File: src/rtl/cla_pkg.sv
// Shared configuration and elaboration helpers for the pipelined CLA adder.
package cla_pkg;

    localparam int unsigned CLA_WIDTH = 32;
    localparam int unsigned CLA_GROUP = 4;
    localparam int unsigned CLA_GPS   = 2;

    // Pipeline depth: one stage per GROUP*GPS bits.
    function automatic int unsigned cla_stages(input int unsigned width,
                                               input int unsigned group,
                                               input int unsigned gps);
        return width / (group * gps);
    endfunction

    // Legal when every stage covers a whole number of groups and width is non-empty.
    function automatic bit cla_cfg_ok(input int unsigned width,
                                      input int unsigned group,
                                      input int unsigned gps);
        return (width != 0) && (group != 0) && (gps != 0) && ((width % (group * gps)) == 0);
    endfunction

endpackage

File: src/rtl/cla_group.sv
// Combinational GROUP-bit carry-look-ahead block with group generate/propagate.
module cla_group #(
    parameter int unsigned GROUP = 4
) (
    input  logic [GROUP-1:0] a,
    input  logic [GROUP-1:0] b,
    input  logic             cin,
    output logic [GROUP-1:0] sum,
    output logic             g,
    output logic             p,
    output logic             cout
);

    logic [GROUP-1:0] gen;
    logic [GROUP-1:0] prop;
    logic [GROUP:0]   carry;

    assign gen  = a & b;
    assign prop = a ^ b;

    // Group generate/propagate depend only on the operands, never on cin,
    // so the stage-level chain above this block stays loop-free.
    always_comb begin
        logic gi;
        logic pi;
        gi = 1'b0;
        pi = 1'b1;
        for (int j = 0; j < GROUP; j++) begin
            gi = gen[j] | (prop[j] & gi);
            pi = pi & prop[j];
        end
        g = gi;
        p = pi;
    end

    // Each carry in closed look-ahead form from the bits below it and cin.
    always_comb begin
        logic gi;
        logic pi;
        carry[0] = cin;
        for (int i = 0; i < GROUP; i++) begin
            gi = 1'b0;
            pi = 1'b1;
            for (int j = 0; j <= i; j++) begin
                gi = gen[j] | (prop[j] & gi);
                pi = pi & prop[j];
            end
            carry[i+1] = gi | (pi & cin);
        end
    end

    assign sum  = prop ^ carry[GROUP-1:0];
    assign cout = carry[GROUP];

endmodule

File: src/rtl/cla_pipe_adder.sv
// Pipelined carry-look-ahead add/subtract unit; one slice of GROUP*GPS bits per stage.
module cla_pipe_adder
    import cla_pkg::*;
#(
    parameter int unsigned WIDTH = CLA_WIDTH,
    parameter int unsigned GROUP = CLA_GROUP,
    parameter int unsigned GPS   = CLA_GPS
) (
    input  logic             clk,
    input  logic             rst,
    input  logic             in_valid,
    output logic             in_ready,
    input  logic [WIDTH-1:0] a,
    input  logic [WIDTH-1:0] b,
    input  logic             cin,
    input  logic             sub,
    output logic             out_valid,
    input  logic             out_ready,
    output logic [WIDTH-1:0] sum,
    output logic             cout,
    output logic             ovf
);

    localparam int unsigned SW     = GROUP * GPS;
    localparam int unsigned STAGES = cla_stages(WIDTH, GROUP, GPS);

    if (!cla_cfg_ok(WIDTH, GROUP, GPS)) begin : g_cfg_err
        $error("cla_pipe_adder: WIDTH must be a non-zero multiple of GROUP*GPS");
    end

    // Whole pipeline moves together; a full output slot blocks every stage.
    logic adv;
    assign adv      = !out_valid || out_ready;
    assign in_ready = adv;

    for (genvar k = 0; k < STAGES; k++) begin : g_stage
        localparam int unsigned LO = k * SW;

        logic             v_in;
        logic [WIDTH-1:0] a_in;
        logic [WIDTH-1:0] b_in;
        logic [WIDTH-1:0] s_in;
        logic             c_in;

        logic [GPS-1:0]   gg;
        logic [GPS-1:0]   gp;
        logic [GPS-1:0]   gco;
        logic [GPS:0]     gc;
        logic [SW-1:0]    slice;
        logic [WIDTH-1:0] s_next;

        logic             v_q;
        logic [WIDTH-1:0] a_q;
        logic [WIDTH-1:0] b_q;
        logic [WIDTH-1:0] s_q;
        logic             c_q;

        if (k == 0) begin : g_head
            // Subtract is A + ~B + 1, so cin is overridden by sub.
            assign v_in = in_valid;
            assign a_in = a;
            assign b_in = b ^ {WIDTH{sub}};
            assign s_in = '0;
            assign c_in = sub | cin;
        end else begin : g_body
            assign v_in = g_stage[k-1].v_q;
            assign a_in = g_stage[k-1].a_q;
            assign b_in = g_stage[k-1].b_q;
            assign s_in = g_stage[k-1].s_q;
            assign c_in = g_stage[k-1].c_q;
        end

        for (genvar g = 0; g < GPS; g++) begin : g_grp
            cla_group #(
                .GROUP (GROUP)
            ) u_group (
                .a    (a_in[LO + g*GROUP +: GROUP]),
                .b    (b_in[LO + g*GROUP +: GROUP]),
                .cin  (gc[g]),
                .sum  (slice[g*GROUP +: GROUP]),
                .g    (gg[g]),
                .p    (gp[g]),
                .cout (gco[g])
            );
        end

        // Group-level look-ahead chain across the GPS groups of this stage.
        always_comb begin
            gc[0] = c_in;
            for (int i = 0; i < int'(GPS); i++) begin
                gc[i+1] = gg[i] | (gp[i] & gc[i]);
            end
        end

        // Splice this stage's slice into the skewed partial sum.
        always_comb begin
            s_next           = s_in;
            s_next[LO +: SW] = slice;
        end

        // Stage register: operands, partial sum and carry move only on advance.
        always_ff @(posedge clk) begin
            if (rst) begin
                v_q <= 1'b0;
                a_q <= '0;
                b_q <= '0;
                s_q <= '0;
                c_q <= 1'b0;
            end else if (adv) begin
                v_q <= v_in;
                a_q <= a_in;
                b_q <= b_in;
                s_q <= s_next;
                c_q <= gc[GPS];
            end
        end
    end

    logic [WIDTH-1:0] last_a;
    logic [WIDTH-1:0] last_b;
    logic             msb_cin;

    assign last_a    = g_stage[STAGES-1].a_q;
    assign last_b    = g_stage[STAGES-1].b_q;
    assign out_valid = g_stage[STAGES-1].v_q;
    assign sum       = g_stage[STAGES-1].s_q;
    assign cout      = g_stage[STAGES-1].c_q;

    // Carry into the MSB recovered from the registered sum bit and its operands.
    assign msb_cin = last_a[WIDTH-1] ^ last_b[WIDTH-1] ^ sum[WIDTH-1];
    assign ovf     = msb_cin ^ cout;

endmodule

File: config.mk
export PLATFORM = sky130hd
export DESIGN_NAME = cla_pipe_adder
export DESIGN_NICKNAME = d
export VERILOG_FILES = /design/src/rtl/cla_pkg.sv /design/src/rtl/cla_group.sv /design/src/rtl/cla_pipe_adder.sv
export SDC_FILE = /design/constraint.sdc
export NUM_CORES = 1
export LEC_CHECK = 0
export BUFFER_PORTS_ARGS = -buffer_cell sky130_fd_sc_hd__buf_2
export CORE_AREA = 3 3 173 125
export CTS_CLUSTER_SIZE = 12
export DETAILED_ROUTE_END_ITERATION = 8
export DIE_AREA = 0 0 176 128
export GPL_TIMING_DRIVEN = 0
export PLACE_DENSITY_LB_ADDON = 0.05
export SYNTH_ARGS = -nofsm -noshare
export SYNTH_HDL_FRONTEND = slang
export SYNTH_SLANG_ARGS = --single-unit
File: constraint.sdc
create_clock -name clk -period 5.12 [get_ports clk]
set_input_delay 1.024 -clock clk [delete_from_list [all_inputs] [get_ports clk]]
set_output_delay 1.024 -clock clk [all_outputs]
set_load 0.02 [all_outputs]
======== Yosys cells after proc, flatten, opt, wreduce, memory -nomap -nowiden ========
Index checks and enable logic that the tools add are counted.
word-level totals
  register bits ........................... 344
  RAM bits ................................ 0
  ROM bits ................................ 0
  output and inout port bits .............. 36
  memories kept ........................... 0
  input port bits ......................... 70
  word-level logic and storage cells ...... 187
  latch bits .............................. 0
cells by class
  shift-type cells ........................ 0
  bitwise gates (word level) .............. 165
  multipliers ............................. 0
  muxes and demuxes ....................... 0
  order comparisons ....................... 0
  div/mod/pow operators ................... 0
  equal/unequal tests ..................... 0
  reductions and logical operators ........ 2
  add/subtract/negate cells ............... 0
operator list
  kind                count
  bitwise AND 1 bit   80
  bitwise XOR 4 bit   16
  bitwise OR 1 bit    57
  bitwise AND 4 bit   8
  bitwise XOR 32 bit  1
  bitwise XOR 1 bit   3
  zero test 1 bit     1
  logical OR 1 bit    1

======== Depth between registers and ports, before layout ========
Gate-level depths: netlist of the first run.
  depth in word-level cells ............... 12
  gate-level depth with buffers ........... 11

======== By module ========
From an unflattened synthesis of the first run, not the netlist that was laid out.
second synthesis, totals
  cells, all modules ...................... 1007
  area, all modules ....................... 8459.4 sq um
by module, submodules not included
  module                                        cells each  area each (sq um)  times used  seq. area each (sq um)
  cla_pipe_adder                                829         6961.7             1           3723.6
  cla_group at g_stage[1].g_grp[1].u_group ...  22          182.7              4           0.0
  cla_group at g_stage[0].g_grp[0].u_group ...  22          193.9              3           0.0
  cla_group at g_stage[3].g_grp[1].u_group      24          185.2              1           0.0

======== Worst setup path after synthesis of the first run ========
No wires, ideal clock.
  path kind ............................... input to register
  start point ............................. input port sub
  end point ............................... register g_stage[0].s_q[5]
  data arrival time ....................... 3.189 ns
  library setup time ...................... 0.086 ns
  setup slack ............................. 1.846 ns
  stages .................................. 11
  data required time ...................... 5.034 ns
  cells stage by stage .................... buf_2 -> buf_2 -> xor2_1 -> ha_1 -> a21oi_1 -> a21boi_1 -> o21ai_0 -> nand2b_1 -> fa_1 -> xnor2_1 -> a211oi_1
between the ends
  cells in the longest elaborated chain, start to end .. 12
  elaborated cells between the ends (all ways) .. 20
  those cells by class .................... bitwise (20)
ends and longest elaborated chain
  what                                                    RTL line                          source
  start, declared                                         cla_pipe_adder.sv:16              input logic sub,
  bitwise XOR 32 bit                                      cla_pipe_adder.sv:62              assign b_in = b ^ {WIDTH{sub}};
  bitwise XOR 4 bit or bitwise AND 4 bit (tied branches)  cla_group.sv:19, cla_group.sv:18
  bitwise AND 1 bit                                       cla_group.sv:29                   gi = gen[j] | (prop[j] & gi);
  bitwise OR 1 bit                                        cla_group.sv:29
  bitwise AND 1 bit                                       cla_group.sv:29
  bitwise OR 1 bit                                        cla_group.sv:29
  bitwise AND 1 bit                                       cla_group.sv:29
  bitwise OR 1 bit                                        cla_group.sv:29
  bitwise OR 1 bit                                        -
  bitwise AND 1 bit                                       cla_group.sv:48                   carry[i+1] = gi | (pi & cin);
  bitwise OR 1 bit                                        cla_group.sv:48
  bitwise XOR 4 bit *                                     cla_group.sv:52                   assign sum = prop ^ carry[GROUP-1:0];
  end signal, assigned                                    cla_pipe_adder.sv:113             s_q <= s_next;
  end, declared                                           cla_pipe_adder.sv:55              logic [WIDTH-1:0] s_q;
Every way passes the cells marked *; elsewhere a longest branch is shown, timed or not.
A chain may end at the register's enable or synchronous reset.

======== Worst setup path in the final report of the first run ========
  start point ............................. input port out_ready
  end point ............................... output port in_ready
between the ends
  cells in the longest elaborated chain, start to end .. 1
ends and longest elaborated chain
  what              RTL line              source
  start, declared   cla_pipe_adder.sv:18  input logic out_ready,
  logical OR 1 bit  cla_pipe_adder.sv:33  assign adv = !out_valid || out_ready;
  end, declared     cla_pipe_adder.sv:12  output logic in_ready,
No other way between the ends.

==> results by group, run 1 <==
Outcome
  – Outcome: completed

Clocking
  – Number of hold buffers added after CTS: 0
  – Number of setup buffers added after CTS: 0
  – CTS tree: yes
  – Clock sinks: 186
  – Total CTS buffers: 17
  – Number of gates given a new drive strength after cts: 0
  – Clock Path Buffers: 2
  – H-Tree Level Count: 4
  – Later-pin clock latency in the skew report: 0.44 ns
  – Clock Tree Root: sky130_fd_sc_hd__clkbuf_16
  – Clock-pin slew on the worst setup and hold paths: 0.06 ns

STA
  – Post-route fraction of the period consumed by the critical path: 0.656
  – Slew at the pin closest to its max-slew limit: 0.660 ns
  – Number of endpoints failing setup at the final stage: 0
  – Fmax: 298 MHz
  – Final Hold Slack: 0.447 ns
  – Final setup margin: 1.76 ns
  – Final worst clock skew: 0.0111 ns
  – Sum Neg Setup Slack: 0 ns
  – Final count of hold timing violations: 0
  – Setup repair after global routing missed its margin: no
  – Worst rel slew slack: 0.560
  – Fin crit period: 3.36 ns
  – Max-slew violation count: 0

Global route
  – Wire length of the first global-routing pass: 34900 um
  – Maximum number of pins on one net before global-route repair: 17
  – Number of antenna violations at the first check in global routing: 0
  – GR Util All Layers: 0.201
  – Global route total overflow: 0
  – Via count of the first global-routing pass: 6327

Pwr
  – Total net switching power: 0.860 mW
  – Cell Pwr Density: 344 nW/um2
  – Standby leakage power: 3.91 nW
  – Sequential share of power: 0.496
  – Final Power: 3.23 mW
  – Combinational share of power: 0.112
  – Fraction of power spent switching nets: 0.266
  – Clock share of power: 0.391
  – Maximum vdd ir drop: 0.000227 V
  – P_int: 2.37 mW

Final layout
  – FF/Latch Area: 3720 um2
  – Relative area change from synthesis to final layout: 17.7%
  – Number of fill cells: 2039
  – Area of the multi-input gates: 3850 um2
  – Fraction of layout cells with a size suffix above 1: 0.154
  – Final instance area: 9380 um2
  – Antenna diode count: 0
  – # nets final: 1189

Logic synthesis
  – Leading cell types by total area after synthesis: sky130_fd_sc_hd__dfxtp_1 (47%), sky130_fd_sc_hd__nand2_1 (13%), sky130_fd_sc_hd__a21oi_1 (9.5%)
  – Number of distinct standard cells referenced by the synthesized netlist: 51
  – Synthesized netlist cell count: 956
  – Proportion of register bits with asynchronous set or reset after synthesis: 0
  – Largest area contributor in the synthesized netlist: sky130_fd_sc_hd__dfxtp_1
  – Number of nets produced by synthesis: 1066
  – Avg Synthesized Cell Area: 8.33 um2
  – Most used standard cells in the synthesized netlist: sky130_fd_sc_hd__nand2_1 (279), sky130_fd_sc_hd__dfxtp_1 (186), sky130_fd_sc_hd__a21oi_1 (152)
  – Most frequently used cell type in the post-synthesis netlist: sky130_fd_sc_hd__nand2_1
  – Area of the mapped netlist: 7970 um2
  – Area share of the leading cell type in the synthesized netlist: 0.467
  – Primary flip-flop cell chosen by synthesis mapping: sky130_fd_sc_hd__dfxtp_1
  – EDFF count, synth: 0
  – Number of register bits inferred by synthesis: 186
  – Register area share after synthesis: 0.467
  – Yosys warns: 0

Floorplan
  – Number of placed I/O pins: 106
  – Core Box Area: 19900 um2
  – Die Area: 22500 um2
  – Die outline width: 176 um
  – Initial cell density of the core: 0.401
  – Number of placement rows: 43
  – Die height: 128 um

Setup path
  – R2R Path Start: g_stage[2].a_q[24]
  – Crit Reg-Reg Endpoint: sum[29]
  – Setup slack, reg-to-reg: 2.86 ns
  – Largest driver fanout on the critical path: 10
  – Critical path required time: 4.10 ns
  – Category of the most critical setup path: primary input to output pin
  – End point of the critical path: in_ready
  – Category of the worst setup path capture point: output pin
  – Data arrival time of the critical path: 2.34 ns
  – R2R depth: 8
  – Category of the worst setup path launch point: primary input
  – Critical path launch point: out_ready

Detailed routing
  – Via count normalized by instance count: 4.90
  – Number of routed nets with antenna violations: 0
  – DRC violations left: 0
  – Overall routed net length: 22200 um
  – WL per Instance: 16.3 um
  – First DRT Iteration DRCs: 435
  – 1st-pass router iterations: 5
  – Via count: 6680

Min path
  – Path class of the lowest-slack min-delay path: flop to flop
  – Worst Hold Depth: 2

Placement
  – Post-DP HPWL: 16900 um
  – Post-detailed-placement cell area: 8830 um2
  – Post-Place Setup Slack: 1.45 ns
  – Weighted congestion reported at the end of routability-driven placement: 0.823
  – Quantity of I/O buffers inserted on ports: 104

Job
  – Max Cap Violations: 0
-- cell type report --
class / count / area share
multi-input cells: 683 / 0.411
flip-flops and latches: 186 / 0.397
repair buffers: 104 / 0.0555
clock buffers: 22 / 0.0506
well taps: 270 / 0.0360
plain buffers: 68 / 0.0341
clock inverters: 10 / 0.00854
inverters: 19 / 0.00760
-- logic make-up (layout without fill, tap and decap cells) --
group	after synthesis	after routing	synth area share
AO/OA/AOI/OAI	229	229	0.169
flip-flops	186	186	0.467
adder cells (fa/ha/maj)	40	40	0.0704
XOR/XNOR	48	48	0.0528
AND/OR/NAND/NOR	366	366	0.191
buffers and inverters	87	223	0.0492
-- layer usage --
layer  share of wire  wire length, um  global-route usage
met1            0.55            12300               0.313
met4           0.010              228              0.0489
met5               0                0                   0
met2            0.39             8610               0.281
met3           0.049             1080              0.0420
-- state kept, by name, summed over array words and instances (netlist names) --
name and cells:
g_stage.a_q 49, g_stage.b_q 49, g_stage.s_q 48, sum 32, g_stage.c_q 3, g_stage.v_q 3, cout 1, out_valid 1
-- worst max-delay path, cell delays in order --
cell and delay, ns:
sky130_fd_sc_hd__buf_2 0.08, sky130_fd_sc_hd__nor2b_1 0.03, sky130_fd_sc_hd__buf_2 0.17, sky130_fd_sc_hd__inv_2 0.13, sky130_fd_sc_hd__buf_6 0.17, sky130_fd_sc_hd__clkbuf_1 0.46
sky130_fd_sc_hd__buf_2 0.27
-- layout by cell type, fill, tap and decap left out, types with 17 or more instances in the layout --
master	instances
sky130_fd_sc_hd__nor2_1	39
sky130_fd_sc_hd__nand2_1	279
sky130_fd_sc_hd__buf_2	126
sky130_fd_sc_hd__inv_1	18
sky130_fd_sc_hd__a211oi_1	37
sky130_fd_sc_hd__xnor2_1	34
sky130_fd_sc_hd__clkbuf_16	17
sky130_fd_sc_hd__clkbuf_1	41
sky130_fd_sc_hd__dfxtp_1	186
sky130_fd_sc_hd__a21oi_1	152
sky130_fd_sc_hd__ha_1	32
-- worst min path at each step --
stage                       startpoint                 end  slack, ns
finish                          sum[1]              sum[1]       0.45
global route                    sum[0]              sum[0]       0.46
global placement               sum[20]             sum[20]       0.44
detailed placement              sum[0]              sum[0]       0.44
floorplan           g_stage[1].s_q[15]  g_stage[2].s_q[15]       0.43
CTS                             sum[0]              sum[0]       0.45
-- metrics by stage --
step,util,instances
floorplan,-,956
global placement,0.445,1330
detailed placement,0.445,1330
CTS,0.472,1362
global route,0.472,1362
finish,0.472,1362
-- power groups by stage --
stage          clock (mW)  sequential, mW  combinational, mW
2_1_floorplan           0            1.63              0.240
3_5_place_dp            0            1.63              0.365
5_1_grt              1.34            1.61              0.411
4_1_cts              1.29            1.60              0.367
6_report             1.26            1.60              0.363
3_3_place_gp            0            1.64              0.363
Power figures use the tool's default switching activity.
==> inputs of run 2 (changes only) <==
Settings changed: ABC_AREA set to 1, CORE_AREA 3 3 173 125 to 3 3 173 124, DIE_AREA 0 0 176 128 to 0 0 176 127.
Clock period 5.12 ns to 3 ns, I/O delays scaled along.
==> run 2 against run 1 <==
Against the previous run:
- die area shrank 0.78%
- first-iteration DRC count down 4.6%
- sequential share of layout area increased by 0.090 points
- clock power up 81%
- sequential power rose by 74%
- critical path type is now flop to output pin
- highest routed layer unchanged
==> results by group, run 2 <==
Setup path
  – Category of the worst setup path launch point: flop
  – Critical path required time: 2.40 ns (-1.70 ns)
  – Largest driver fanout on the critical path: 10 (unchanged)
  – Worst path top cell family by delay: buffers and inverters
  – Series of cell instances along the critical path: inv_1, nor2_2, inv_2, buf_2, clkbuf_1, buf_2
  – Category of the most critical setup path: flop to output pin
  – Buf+Inv Stages, Crit Path: 5 (-1)
  – Data arrival time of the critical path: 2.12 ns (-0.22 ns)
  – Worst path slowest cell: sky130_fd_sc_hd__clkbuf_1
  – Delay of the slowest critical-path stage: 0.47 ns (about the same)
  – Category of the worst setup path capture point: output pin
  – Most prevalent standard cell on the critical path: sky130_fd_sc_hd__buf_2

STA
  – Final worst clock skew: 0.0125 ns (+0.00140 ns)
  – Sum Neg Setup Slack: 0 ns (unchanged)
  – Fmax: 367 MHz
  – Number of endpoints failing setup at the final stage: 0 (unchanged)
  – Slew at the pin closest to its max-slew limit: 0.745 ns (+0.0854 ns)
  – Post-route fraction of the period consumed by the critical path: 0.908
  – Setup repair after global routing missed its margin: no
  – Final setup margin: 0.277 ns (-1.48 ns)
  – Worst rel slew slack: 0.503 (-0.0569)
  – Final Hold Slack: 0.398 ns (-0.0488 ns)
  – Fin crit period: 2.72 ns
  – Final count of hold timing violations: 0 (unchanged)
  – Max-slew violation count: 0 (unchanged)

Final layout
  – Fraction of layout cells with a size suffix above 1: 0.145 (-0.00909)
  – Registers with the most flip-flops: g_stage.a_q (49), g_stage.b_q (49), g_stage.s_q (48)
  – Most common library cell in the layout ignoring fill and taps: sky130_fd_sc_hd__nor2_1
  – Number of standard cells in the layout, taps in and fillers out: 1396 (+2.5%)
  – Relative area change from synthesis to final layout: 18.3%
  – # nets final: 1223 (+2.9%)
  – Most frequent cells in the layout: sky130_fd_sc_hd__nor2_1 (231), sky130_fd_sc_hd__dfxtp_1 (186), sky130_fd_sc_hd__o21ai_0 (126), sky130_fd_sc_hd__buf_2 (118), sky130_fd_sc_hd__a21oi_1 (71)
  – Antenna diode count: 0 (unchanged)
  – Final instance area: 9360 um2 (-0.23%)

Outcome
  – Outcome: completed

Placement
  – Quantity of I/O buffers inserted on ports: 103 (-0.96%)
  – Post-detailed-placement cell area: 8760 um2 (-0.69%)
  – Post-Place Setup Slack: 0.154 ns (-1.29 ns)
  – Post-DP HPWL: 16600 um (-1.6%)
  – Cell total after placement: 1364 (+2.6%)
  – Weighted congestion reported at the end of routability-driven placement: 0.816 (-0.95%)

Pwr
  – Cell Pwr Density: 619 nW/um2 (+80%)
  – Standby leakage power: 4.53 nW (+16%)
  – Maximum vdd ir drop: 0.000366 V (+61%)

Global route
  – Maximum number of pins on one net before global-route repair: 19 (+2)
  – Via count of the first global-routing pass: 5957 (-5.8%)
  – Global route total overflow: 0 (unchanged)
  – GR Util All Layers: 0.201 (about the same)
  – Number of antenna violations at the first check in global routing: 1 (+1)
  – Wire length of the first global-routing pass: 34700 um (-0.65%)

Logic synthesis
  – Number of distinct standard cells referenced by the synthesized netlist: 30 (-41%)
  – Primary flip-flop cell chosen by synthesis mapping: sky130_fd_sc_hd__dfxtp_1
  – Proportion of register bits with asynchronous set or reset after synthesis: 0 (unchanged)
  – Area share of the leading cell type in the synthesized netlist: 0.471 (+0.00333)
  – Avg Synthesized Cell Area: 7.98 um2 (-4.2%)
  – Yosys warns: 0 (unchanged)
  – EDFF count, synth: 0 (unchanged)
  – Number of nets produced by synthesis: 1101 (+3.3%)
  – Number of register bits inferred by synthesis: 186 (unchanged)
  – Synthesized netlist cell count: 991 (+3.7%)
  – Largest area contributor in the synthesized netlist: sky130_fd_sc_hd__dfxtp_1
  – Area of the mapped netlist: 7910 um2 (-0.71%)
  – Leading cell types by total area after synthesis: sky130_fd_sc_hd__dfxtp_1 (47%), sky130_fd_sc_hd__nor2_1 (11%), sky130_fd_sc_hd__o21ai_0 (8.0%)
  – Most used standard cells in the synthesized netlist: sky130_fd_sc_hd__nor2_1 (231), sky130_fd_sc_hd__dfxtp_1 (186), sky130_fd_sc_hd__o21ai_0 (126)
  – Register area share after synthesis: 0.471 (+0.00333)
  – Most frequently used cell type in the post-synthesis netlist: sky130_fd_sc_hd__nor2_1

Floorplan
  – Die height: 127 um (-0.78%)
  – Die Area: 22400 um2 (-0.78%)
  – Core Box Area: 19900 um2 (unchanged)
  – Initial cell density of the core: 0.399 (-0.00284)
  – Number of placed I/O pins: 106 (unchanged)
  – Die outline width: 176 um (unchanged)
  – Number of placement rows: 43 (unchanged)

Detailed routing
  – Number of routed nets with antenna violations: 0 (unchanged)
  – Overall routed net length: 21900 um (-1.2%)
  – DRC violations left: 0 (unchanged)
  – Via count: 6579 (-1.5%)
  – 1st-pass router iterations: 5 (unchanged)
  – WL per Instance: 15.7 um (-3.6%)
  – Via count normalized by instance count: 4.71 (-3.9%)
  – First DRT Iteration DRCs: 415 (-4.6%)

Clocking
  – CTS tree: yes
  – Total CTS buffers: 17 (unchanged)
  – Clock-pin slew on the worst setup and hold paths: 0.07 ns (about the same)
  – Clock sinks: 186 (unchanged)
  – Clock Path Buffers: 2 (unchanged)
  – Number of setup buffers added after CTS: 0 (unchanged)
  – Number of gates given a new drive strength after cts: 0 (unchanged)
  – Clock Tree Root: sky130_fd_sc_hd__clkbuf_16
  – H-Tree Level Count: 4 (unchanged)
  – Later-pin clock latency in the skew report: 0.43 ns (about the same)
  – Number of hold buffers added after CTS: 0 (unchanged)

Job
  – Max Cap Violations: 0 (unchanged)

Min path
  – Path class of the lowest-slack min-delay path: primary input to flop
## run 2: cell types whose count changed in the layout (fill, tap and decap cells not counted), moves of 9 or more
cell,change
sky130_fd_sc_hd__o21ai_0,+119
sky130_fd_sc_hd__nor2_1,+192
sky130_fd_sc_hd__nand3_1,+11
sky130_fd_sc_hd__o21bai_1,+9
sky130_fd_sc_hd__inv_1,+43
sky130_fd_sc_hd__a21oi_1,-81
sky130_fd_sc_hd__nand2_1,-223
sky130_fd_sc_hd__a211oi_1,-37
sky130_fd_sc_hd__o21ai_1,+54
## run 2: area by class of cell
class	count	area (um2)
Inverter	63	236
Clock inverter	14	155
Timing Repair Buffer	103	515
Clock buffer	18	439
Buffer	64	267
Multi-Input combinational cell	678	3680
Fill cell	2070	10500
Tap cell	270	338
Sequential cell	186	3720
## run 2: worst register-to-register path, cell delays in order (launching register included)
cell	delay, ns
sky130_fd_sc_hd__dfxtp_1	0.35
sky130_fd_sc_hd__ha_1	0.35
sky130_fd_sc_hd__nand2_1	0.06
sky130_fd_sc_hd__nand2_1	0.07
sky130_fd_sc_hd__nand2_1	0.05
sky130_fd_sc_hd__nand2_1	0.05
sky130_fd_sc_hd__nand2_1	0.05
sky130_fd_sc_hd__nand3_1	0.12
sky130_fd_sc_hd__inv_1	0.09
sky130_fd_sc_hd__fa_1	0.37
sky130_fd_sc_hd__xor2_1	0.20
sky130_fd_sc_hd__a21oi_1	0.09
## run 2: where the power goes
| part | internal [mW] | switching, mW | leakage (nW) |
|---|---|---|---|
| registers | 2.67 | 0.117 | 1.53 |
| clock network | 1.20 | 1.08 | 0.283 |
| logic | 0.289 | 0.436 | 2.71 |
| total | 4.16 | 1.63 | 4.53 |
## run 2: kinds of logic (layout without fill, tap and decap cells)
logic type      count (synthesis)  after routing  share of synthesized area
simple gates                  318            318                      0.163
xor+xnor                       51             51                     0.0565
fa+ha+maj                      40             40                     0.0709
compound gates                269            269                      0.175
flops                         186            186                      0.471
buf+inv                       127            262                     0.0636
## run 2: worst paths after layout
| kind | end | startpoint | cells after the start | slack [ns] |
|---|---|---|---|---|
| worst max-delay path | in_ready | out_valid | 6 | 0.28 |
| worst min-delay path | g_stage[0].v_q | in_valid | 3 | 0.40 |
| worst max register to register | g_stage[1].s_q[13] | g_stage[0].a_q[9] | 11 | 1.01 |
| worst min register to register | g_stage[1].b_q[17] | g_stage[0].b_q[17] | 2 | 0.46 |
## run 2: stage by stage
| step | total power, mW | util |
|---|---|---|
| finish | 5.80 | 0.471 |
| CTS | 5.84 | 0.471 |
| global placement | 3.56 | 0.441 |
| global route | 6.06 | 0.471 |
| floorplan | 3.29 | - |
| detailed placement | 3.56 | 0.441 |
## run 2: metal layers
metal / routed length (um) / global-route usage
met4: 144 / 0.0419
met3: 1170 / 0.0365
met2: 7830 / 0.249
met1: 12800 / 0.346
met5: 0 / 0
